<file path="config.mk">
export PLATFORM = sky130hd
export DESIGN_NAME = jtag_scan_seq_flat
export DESIGN_NICKNAME = d
export VERILOG_FILES = /design/src/rtl/jtag_scan_seq_if.sv /design/src/rtl/jtag_scan_seq.sv /design/src/flat_wrapper.sv
export SDC_FILE = /design/constraint.sdc
export NUM_CORES = 1
export LEC_CHECK = 0
export CAP_MARGIN = 20
export CORE_UTILIZATION = 40
export CTS_CLUSTER_DIAMETER = 120
export DETAILED_ROUTE_END_ITERATION = 7
export GPL_TIMING_DRIVEN = 0
export PLACE_DENSITY = 0.69
export SLEW_MARGIN = 20
export SYNTH_ARGS = -nofsm -noshare
export SYNTH_HDL_FRONTEND = slang
export SYNTH_SLANG_ARGS = --single-unit
</file>
<file path="constraint.sdc">
create_clock -name JTAG_CLOCK -period 2.1 [get_ports JTAG_CLOCK]
set_clock_uncertainty 0.05 [all_clocks]
set_input_delay 0.525 -clock JTAG_CLOCK [delete_from_list [all_inputs] [get_ports JTAG_CLOCK]]
set_output_delay 0.525 -clock JTAG_CLOCK [all_outputs]
set_load 0.05 [all_outputs]
</file>
<file path="src/rtl/jtag_scan_seq_if.sv">
// Scan-request / scan-response / TAP-pin bundle for jtag_scan_seq.
// master: requester plus TAP side (drives REQ_* and SEQ_TDO, observes the rest).
// slave:  the sequencer (drives REQ_READY, SEQ_TMS, SEQ_TDI, RSP_*, SEQ_BUSY).
interface jtag_scan_seq_if;
   logic        REQ_VALID;
   logic        REQ_READY;
   logic [4:0]  REQ_IR;
   logic        REQ_SKIP_IR;
   logic [5:0]  REQ_DR_LEN;
   logic [31:0] REQ_DR_DATA;
   logic        SEQ_TMS;
   logic        SEQ_TDI;
   logic        SEQ_TDO;
   logic        RSP_VALID;
   logic [31:0] RSP_DATA;
   logic        SEQ_BUSY;

   modport master (
      output REQ_VALID, REQ_IR, REQ_SKIP_IR, REQ_DR_LEN, REQ_DR_DATA, SEQ_TDO,
      input  REQ_READY, SEQ_TMS, SEQ_TDI, RSP_VALID, RSP_DATA, SEQ_BUSY
   );

   modport slave (
      input  REQ_VALID, REQ_IR, REQ_SKIP_IR, REQ_DR_LEN, REQ_DR_DATA, SEQ_TDO,
      output REQ_READY, SEQ_TMS, SEQ_TDI, RSP_VALID, RSP_DATA, SEQ_BUSY
   );
endinterface

</file>
<file path="src/rtl/jtag_scan_seq.sv">
// JTAG scan sequencer: walks the TAP through an optional 5-bit IR scan and a 1..32 bit DR scan.
// Latency: acceptance edge to RSP_VALID cycle is 15+len cycles (IR+DR) or 5+len (DR only).
// Backpressure: REQ_READY only in IDLE; REQ_* ignored while SEQ_BUSY. Optional TDO capture: JTAG_SEQ_TDO_CAPTURE_EN.
// Ports: JTAG_CLOCK, reset_N (async active-low), bus (jtag_scan_seq_if.slave: request, response, TAP pins).
module jtag_scan_seq (
   input  logic            JTAG_CLOCK,
   input  logic            reset_N,
   jtag_scan_seq_if.slave  bus
);

   // Each state mirrors the TAP state the TAP occupies in the same cycle
   // (GO is Run-Test/Idle with TMS=1 to leave it).
   typedef enum logic [3:0] {
      ST_INIT, ST_IDLE, ST_GO, ST_SEL_DR, ST_SEL_IR, ST_CAP_IR, ST_SHIFT_IR,
      ST_EXIT_IR, ST_UPD_IR, ST_CAP_DR, ST_SHIFT_DR, ST_EXIT_DR, ST_UPD_DR
   } state_t;

   state_t      state_q, state_d;
   logic [4:0]  cnt_q, cnt_d;
   logic [4:0]  ir_sh_q, ir_sh_d;
   logic [31:0] dr_sh_q, dr_sh_d;
   logic [4:0]  len_m1_q, len_m1_d;
   // Set when the next Select-DR visit must go to Capture-DR
   // (IR scan skipped, or already done).
   logic        dr_next_q, dr_next_d;
   logic        rsp_vld_q, rsp_vld_d;
`ifdef JTAG_SEQ_TDO_CAPTURE_EN
   logic [31:0] rsp_dat_q, rsp_dat_d;
`endif
   logic        seq_tms;
   logic        seq_tdi;

   always_comb begin
      state_d   = state_q;
      cnt_d     = cnt_q;
      ir_sh_d   = ir_sh_q;
      dr_sh_d   = dr_sh_q;
      len_m1_d  = len_m1_q;
      dr_next_d = dr_next_q;
      rsp_vld_d = 1'b0;
`ifdef JTAG_SEQ_TDO_CAPTURE_EN
      rsp_dat_d = rsp_dat_q;
`endif
      case (state_q)
         ST_INIT: begin
            if (cnt_q == 5'd5) begin
               state_d = ST_IDLE;
               cnt_d   = 5'd0;
            end else begin
               cnt_d = cnt_q + 5'd1;
            end
         end
         ST_IDLE: begin
            if (bus.REQ_VALID) begin
               state_d   = ST_GO;
               cnt_d     = 5'd0;
               ir_sh_d   = bus.REQ_IR;
               dr_sh_d   = bus.REQ_DR_DATA;
               dr_next_d = bus.REQ_SKIP_IR;
               // Length 0 and anything from 32 up both mean a full 32-bit scan.
               if (bus.REQ_DR_LEN == 6'd0 || bus.REQ_DR_LEN >= 6'd32)
                  len_m1_d = 5'd31;
               else
                  len_m1_d = bus.REQ_DR_LEN[4:0] - 5'd1;
`ifdef JTAG_SEQ_TDO_CAPTURE_EN
               rsp_dat_d = '0;
`endif
            end
         end
         ST_GO:       state_d = ST_SEL_DR;
         ST_SEL_DR:   state_d = dr_next_q ? ST_CAP_DR : ST_SEL_IR;
         ST_SEL_IR:   state_d = ST_CAP_IR;
         ST_CAP_IR: begin
            state_d = ST_SHIFT_IR;
            cnt_d   = 5'd0;
         end
         ST_SHIFT_IR: begin
            ir_sh_d = {1'b0, ir_sh_q[4:1]};
            if (cnt_q == 5'd4) begin
               state_d = ST_EXIT_IR;
               cnt_d   = 5'd0;
            end else begin
               cnt_d = cnt_q + 5'd1;
            end
         end
         ST_EXIT_IR:  state_d = ST_UPD_IR;
         ST_UPD_IR: begin
            state_d   = ST_SEL_DR;
            dr_next_d = 1'b1;
         end
         ST_CAP_DR: begin
            state_d = ST_SHIFT_DR;
            cnt_d   = 5'd0;
         end
         ST_SHIFT_DR: begin
            dr_sh_d = {1'b0, dr_sh_q[31:1]};
`ifdef JTAG_SEQ_TDO_CAPTURE_EN
            rsp_dat_d[cnt_q] = bus.SEQ_TDO;
`endif
            if (cnt_q == len_m1_q) begin
               state_d = ST_EXIT_DR;
               cnt_d   = 5'd0;
            end else begin
               cnt_d = cnt_q + 5'd1;
            end
         end
         ST_EXIT_DR:  state_d = ST_UPD_DR;
         ST_UPD_DR: begin
            state_d   = ST_IDLE;
            rsp_vld_d = 1'b1;
         end
         default:     state_d = ST_INIT;
      endcase
   end

   always_ff @(posedge JTAG_CLOCK or negedge reset_N) begin
      if (!reset_N) begin
         state_q   <= ST_INIT;
         cnt_q     <= 5'd0;
         ir_sh_q   <= 5'd0;
         dr_sh_q   <= 32'd0;
         len_m1_q  <= 5'd0;
         dr_next_q <= 1'b0;
         rsp_vld_q <= 1'b0;
`ifdef JTAG_SEQ_TDO_CAPTURE_EN
         rsp_dat_q <= 32'd0;
`endif
      end else begin
         state_q   <= state_d;
         cnt_q     <= cnt_d;
         ir_sh_q   <= ir_sh_d;
         dr_sh_q   <= dr_sh_d;
         len_m1_q  <= len_m1_d;
         dr_next_q <= dr_next_d;
         rsp_vld_q <= rsp_vld_d;
`ifdef JTAG_SEQ_TDO_CAPTURE_EN
         rsp_dat_q <= rsp_dat_d;
`endif
      end
   end

   // TMS/TDI come only from registered state so the TAP pins never see REQ_* glitches.
   always_comb begin
      seq_tms = 1'b0;
      seq_tdi = 1'b0;
      case (state_q)
         ST_INIT:     seq_tms = (cnt_q != 5'd5);
         ST_GO:       seq_tms = 1'b1;
         ST_SEL_DR:   seq_tms = ~dr_next_q;
         ST_SHIFT_IR: begin
            seq_tms = (cnt_q == 5'd4);
            seq_tdi = ir_sh_q[0];
         end
         ST_EXIT_IR:  seq_tms = 1'b1;
         ST_UPD_IR:   seq_tms = 1'b1;
         ST_SHIFT_DR: begin
            seq_tms = (cnt_q == len_m1_q);
            seq_tdi = dr_sh_q[0];
         end
         ST_EXIT_DR:  seq_tms = 1'b1;
         default:     seq_tms = 1'b0;
      endcase
   end

   assign bus.SEQ_TMS   = seq_tms;
   assign bus.SEQ_TDI   = seq_tdi;
   assign bus.REQ_READY = (state_q == ST_IDLE);
   assign bus.SEQ_BUSY  = (state_q != ST_IDLE);
   assign bus.RSP_VALID = rsp_vld_q;
`ifdef JTAG_SEQ_TDO_CAPTURE_EN
   assign bus.RSP_DATA  = rsp_dat_q;
`else
   assign bus.RSP_DATA  = 32'd0;
`endif

endmodule

</file>
<file path="src/flat_wrapper.sv">
// flat-port wrapper written by rule: the top's interface ports become plain ports
module jtag_scan_seq_flat 
  (JTAG_CLOCK, reset_N, bus_REQ_VALID, bus_REQ_IR, bus_REQ_SKIP_IR, bus_REQ_DR_LEN, bus_REQ_DR_DATA, bus_SEQ_TDO, bus_REQ_READY, bus_SEQ_TMS, bus_SEQ_TDI, bus_RSP_VALID, bus_RSP_DATA, bus_SEQ_BUSY);
  jtag_scan_seq_if bus_i ();
  input  logic JTAG_CLOCK;
  input  logic reset_N;
  input wire logic [$bits(bus_i.REQ_VALID)-1:0] bus_REQ_VALID;
  input wire logic [$bits(bus_i.REQ_IR)-1:0] bus_REQ_IR;
  input wire logic [$bits(bus_i.REQ_SKIP_IR)-1:0] bus_REQ_SKIP_IR;
  input wire logic [$bits(bus_i.REQ_DR_LEN)-1:0] bus_REQ_DR_LEN;
  input wire logic [$bits(bus_i.REQ_DR_DATA)-1:0] bus_REQ_DR_DATA;
  input wire logic [$bits(bus_i.SEQ_TDO)-1:0] bus_SEQ_TDO;
  output wire logic [$bits(bus_i.REQ_READY)-1:0] bus_REQ_READY;
  output wire logic [$bits(bus_i.SEQ_TMS)-1:0] bus_SEQ_TMS;
  output wire logic [$bits(bus_i.SEQ_TDI)-1:0] bus_SEQ_TDI;
  output wire logic [$bits(bus_i.RSP_VALID)-1:0] bus_RSP_VALID;
  output wire logic [$bits(bus_i.RSP_DATA)-1:0] bus_RSP_DATA;
  output wire logic [$bits(bus_i.SEQ_BUSY)-1:0] bus_SEQ_BUSY;
  assign bus_i.REQ_VALID = bus_REQ_VALID;
  assign bus_i.REQ_IR = bus_REQ_IR;
  assign bus_i.REQ_SKIP_IR = bus_REQ_SKIP_IR;
  assign bus_i.REQ_DR_LEN = bus_REQ_DR_LEN;
  assign bus_i.REQ_DR_DATA = bus_REQ_DR_DATA;
  assign bus_i.SEQ_TDO = bus_SEQ_TDO;
  assign bus_REQ_READY = bus_i.REQ_READY;
  assign bus_SEQ_TMS = bus_i.SEQ_TMS;
  assign bus_SEQ_TDI = bus_i.SEQ_TDI;
  assign bus_RSP_VALID = bus_i.RSP_VALID;
  assign bus_RSP_DATA = bus_i.RSP_DATA;
  assign bus_SEQ_BUSY = bus_i.SEQ_BUSY;
  jtag_scan_seq u_core (.JTAG_CLOCK(JTAG_CLOCK), .reset_N(reset_N), .bus(bus_i));
endmodule
</file>
==> results.tsv <==
metric	value	unit
yosys.area_share.simple	13.1	%
critPathKind	reg -> out	
insertion_delay	320	ps
slew_headroom	55.0	%
ys_ff_latch	53	
rsz0062_at_grt	yes	
syn_inst	325	
fin_util	59.6	%
vdd_drop_max	0.447	mV
drcViolationCount	0	
syn_area_per_cell	9.40	um2
hold_violations	0	
grt_pass1_vias	2398	
cts_tree	built	
drv_cap	0	
yosys_warnings	0	
p_leak	2.13	nW
drt_iter0_drc	237	
grt_use_total	18.5	%
synth_xor_area_share	2.29	%
place_congestion	0.904	
muxShareOfSynthArea	10.2	%
fp-row-count	31	
grt_max_degree	54	
worst_slew_pin_slew	674	ps
vias	2623	
r2r_cells	9	
final.setup.tns	-470	ps
dp.cells	506	
slew_viol_final	0	
synth_edf_count	0	
power_density	1280	nW/um2
clock-sinks	53	
r2r_start	u_core.state_q[0]$_DFFE_PN0P_	
dieHeight	89.4	um
postCtsHoldBufs	0	
drive_gt1_share	27.5	%
start_util	41.7	%
swShare	41.7	%
pwr-share-comb	56.2	%
r2r-end	u_core.cnt_q[1]$_DFFE_PN0P_	
antenna_found_initial	0	
cp-start-kind	flip-flop	
routedWlPerCell	13.3	um
io_pins	85	
cp-end-kind	output pin	
setup_violations	4	
synth_compound_area_share	16.1	%
final_cell_mix	buf_4, nand2_1, dfrtp_1, clkdlybuf4s50_1	
failed_checks	negative setup slack	
status	finished with violations	
synth_top_family_by_area	compound AO/OA/AOI/OAI gates	
crit_arrival	1830	ps
die_w	89.4	um
clkPwrFrac	11.1	%
synth.cell_area	3050	um2
switchingPower	2.34	mW
port_buffers	51	
design_power_total	5.61	mW
dieArea	7990	um2
p_int	3.27	mW
rrSetupSlack	40	ps
antenna_cells	0	
cts-htree-levels	2	
ys.flop_type	dfrtp_1	
layout_commonest_cell	buf_4	
coreArea	7330	um2
fin_crit_sh	115	%
syn_to_final_growth	43.1	%
yosysSeqAreaShare	43.4	%
pwr-share-seq	32.8	%
fin_hold_ws	177	ps
drt-pass1-iter-count	5	
wirelength	7.21	mm
via_per_inst	4.83	
clk_pin_slew	110	ps
fin_cells	543	
hp-class	in -> async	
overflow	0	
netlist-cell-type-count	49	
synth_fa_ha_area_share	2.05	%
cts_buffers	5	
cp_max_fo	10	
synthArstFlopShare	100	%
final_nets	496	
cts_buffer_depth	2	
max_freq	415	MHz
grt_pass1_wl	11.2	mm
worstPathRequired	1520	ps
cts-root-buf	clkbuf_8	
drt.antenna.violating_nets	0	
dpl.hpwl	4.49	mm
min_period	2410	ps
worst_slack	-308	ps
==> synth_stat cells, drive strengths merged (2+ instances only) <==
| cell type | instances | area share, % |
|---|---|---|
| inv | 11 | 1.4 |
| a211oi | 3 | 0.74 |
| nand3 | 2 | 0.33 |
| a21oi | 13 | 2.1 |
| o311ai | 2 | 0.82 |
| nand2 | 53 | 6.8 |
| buf | 42 | 10 |
| xor2 | 5 | 1.4 |
| mux2i | 31 | 10 |
| or2 | 4 | 0.98 |
| ha | 5 | 2.0 |
| xnor2 | 3 | 0.86 |
| dfrtp | 53 | 43 |
| o21ai | 38 | 6.2 |
| a311oi | 2 | 0.78 |
| a22o | 5 | 1.4 |
| a21o | 4 | 0.98 |
| nor2 | 16 | 2.0 |
| nor3 | 5 | 0.82 |
| and2 | 2 | 0.49 |
| clkbuf | 8 | 0.98 |
==> power groups by stage <==
stage	sequential, mW	combinational, mW	clock, mW
floorplan	1.76	1.79	0
global placement	1.82	2.22	0
detailed placement	1.84	2.27	0
CTS	1.82	2.78	0.637
global route	1.90	3.41	0.686
finish	1.84	3.15	0.620
==> flip-flops by register name, indices dropped and copies added (netlist names) <==
| signal | flops |
|---|---|
| u_core.dr_next_q | 1 |
| u_core.len_m1_q | 5 |
| u_core.state_q | 4 |
| u_core.ir_sh_q | 5 |
| u_core.bus.RSP_VALID | 1 |
| u_core.cnt_q | 5 |
| u_core.dr_sh_q | 32 |
==> worst max-delay path: stages (launching register included) <==
cell and delay, ps:
dfrtp_1 460, clkbuf_2 270, nor2_1 90, nand2_2 80
a21oi_2 60, a311o_2 390, buf_8 160
==> metal layers <==
metal,up-vias,part of all wire [%],global-route usage [%]
met5,-,0,0
met4,0,3.0,8.80
met3,18,5.2,3.97
met2,101,46,27.5
met1,1224,45,25.6
li1,1280,-,-
==> worst max path at each step <==
stage / slack (ps) / to / cells after the start / from
after global routing: -390 / bus_SEQ_TMS / 7 / u_core.cnt_q[1]$_DFFE_PN0P_
after CTS: -290 / bus_SEQ_TMS / 7 / u_core.cnt_q[0]$_DFFE_PN0P_
after detailed placement: -860 / bus_SEQ_TDI / 6 / u_core.state_q[0]$_DFFE_PN0P_
after floorplan: 6 / bus_SEQ_TMS / 6 / u_core.cnt_q[0]$_DFFE_PN0P_
final: -310 / bus_SEQ_TMS / 6 / u_core.state_q[2]$_DFFE_PN0P_
after global placement: -1200 / u_core.dr_sh_q[9]$_DFFE_PN0P_ / 1 / reset_N
==> per-stage QoR <==
| step | setup WS (ps) | area [um2] |
|---|---|---|
| after global placement | -1200 | 3810 |
| after global routing | -389 | 4370 |
| final | -308 | 4370 |
| after floorplan | 5.96 | 3170 |
| after CTS | -293 | 4210 |
| after detailed placement | -857 | 3800 |
==> cell type report <==
type | count | area [um2]
fillers | 622 | 2960
multi-input cells | 241 | 1620
clock buffers | 5 | 68.8
plain buffers | 46 | 339
clock inverters | 3 | 26.3
repair buffers | 84 | 811
flip-flops and latches | 53 | 1330
inverters | 12 | 55.1
well taps | 99 | 124
==> logic make-up (layout without fill, tap and decap cells) <==
group	after synthesis	after routing
compound gates	77	77
xor+xnor	8	8
fa+ha+maj	5	5
buf+inv	62	150
flops	53	53
mux	31	31
other cells	1	32
simple gates	88	88
==> repair_timing <==
item | in CTS | in global routing
setup endpoints to repair | 4 | 9
pin swaps | 13 | 15
hold endpoints to repair | 0 | 0
gates resized for setup | 60 | 22
setup buffers | 25 | 11
Note: power is estimated with default switching activity, not from simulation.
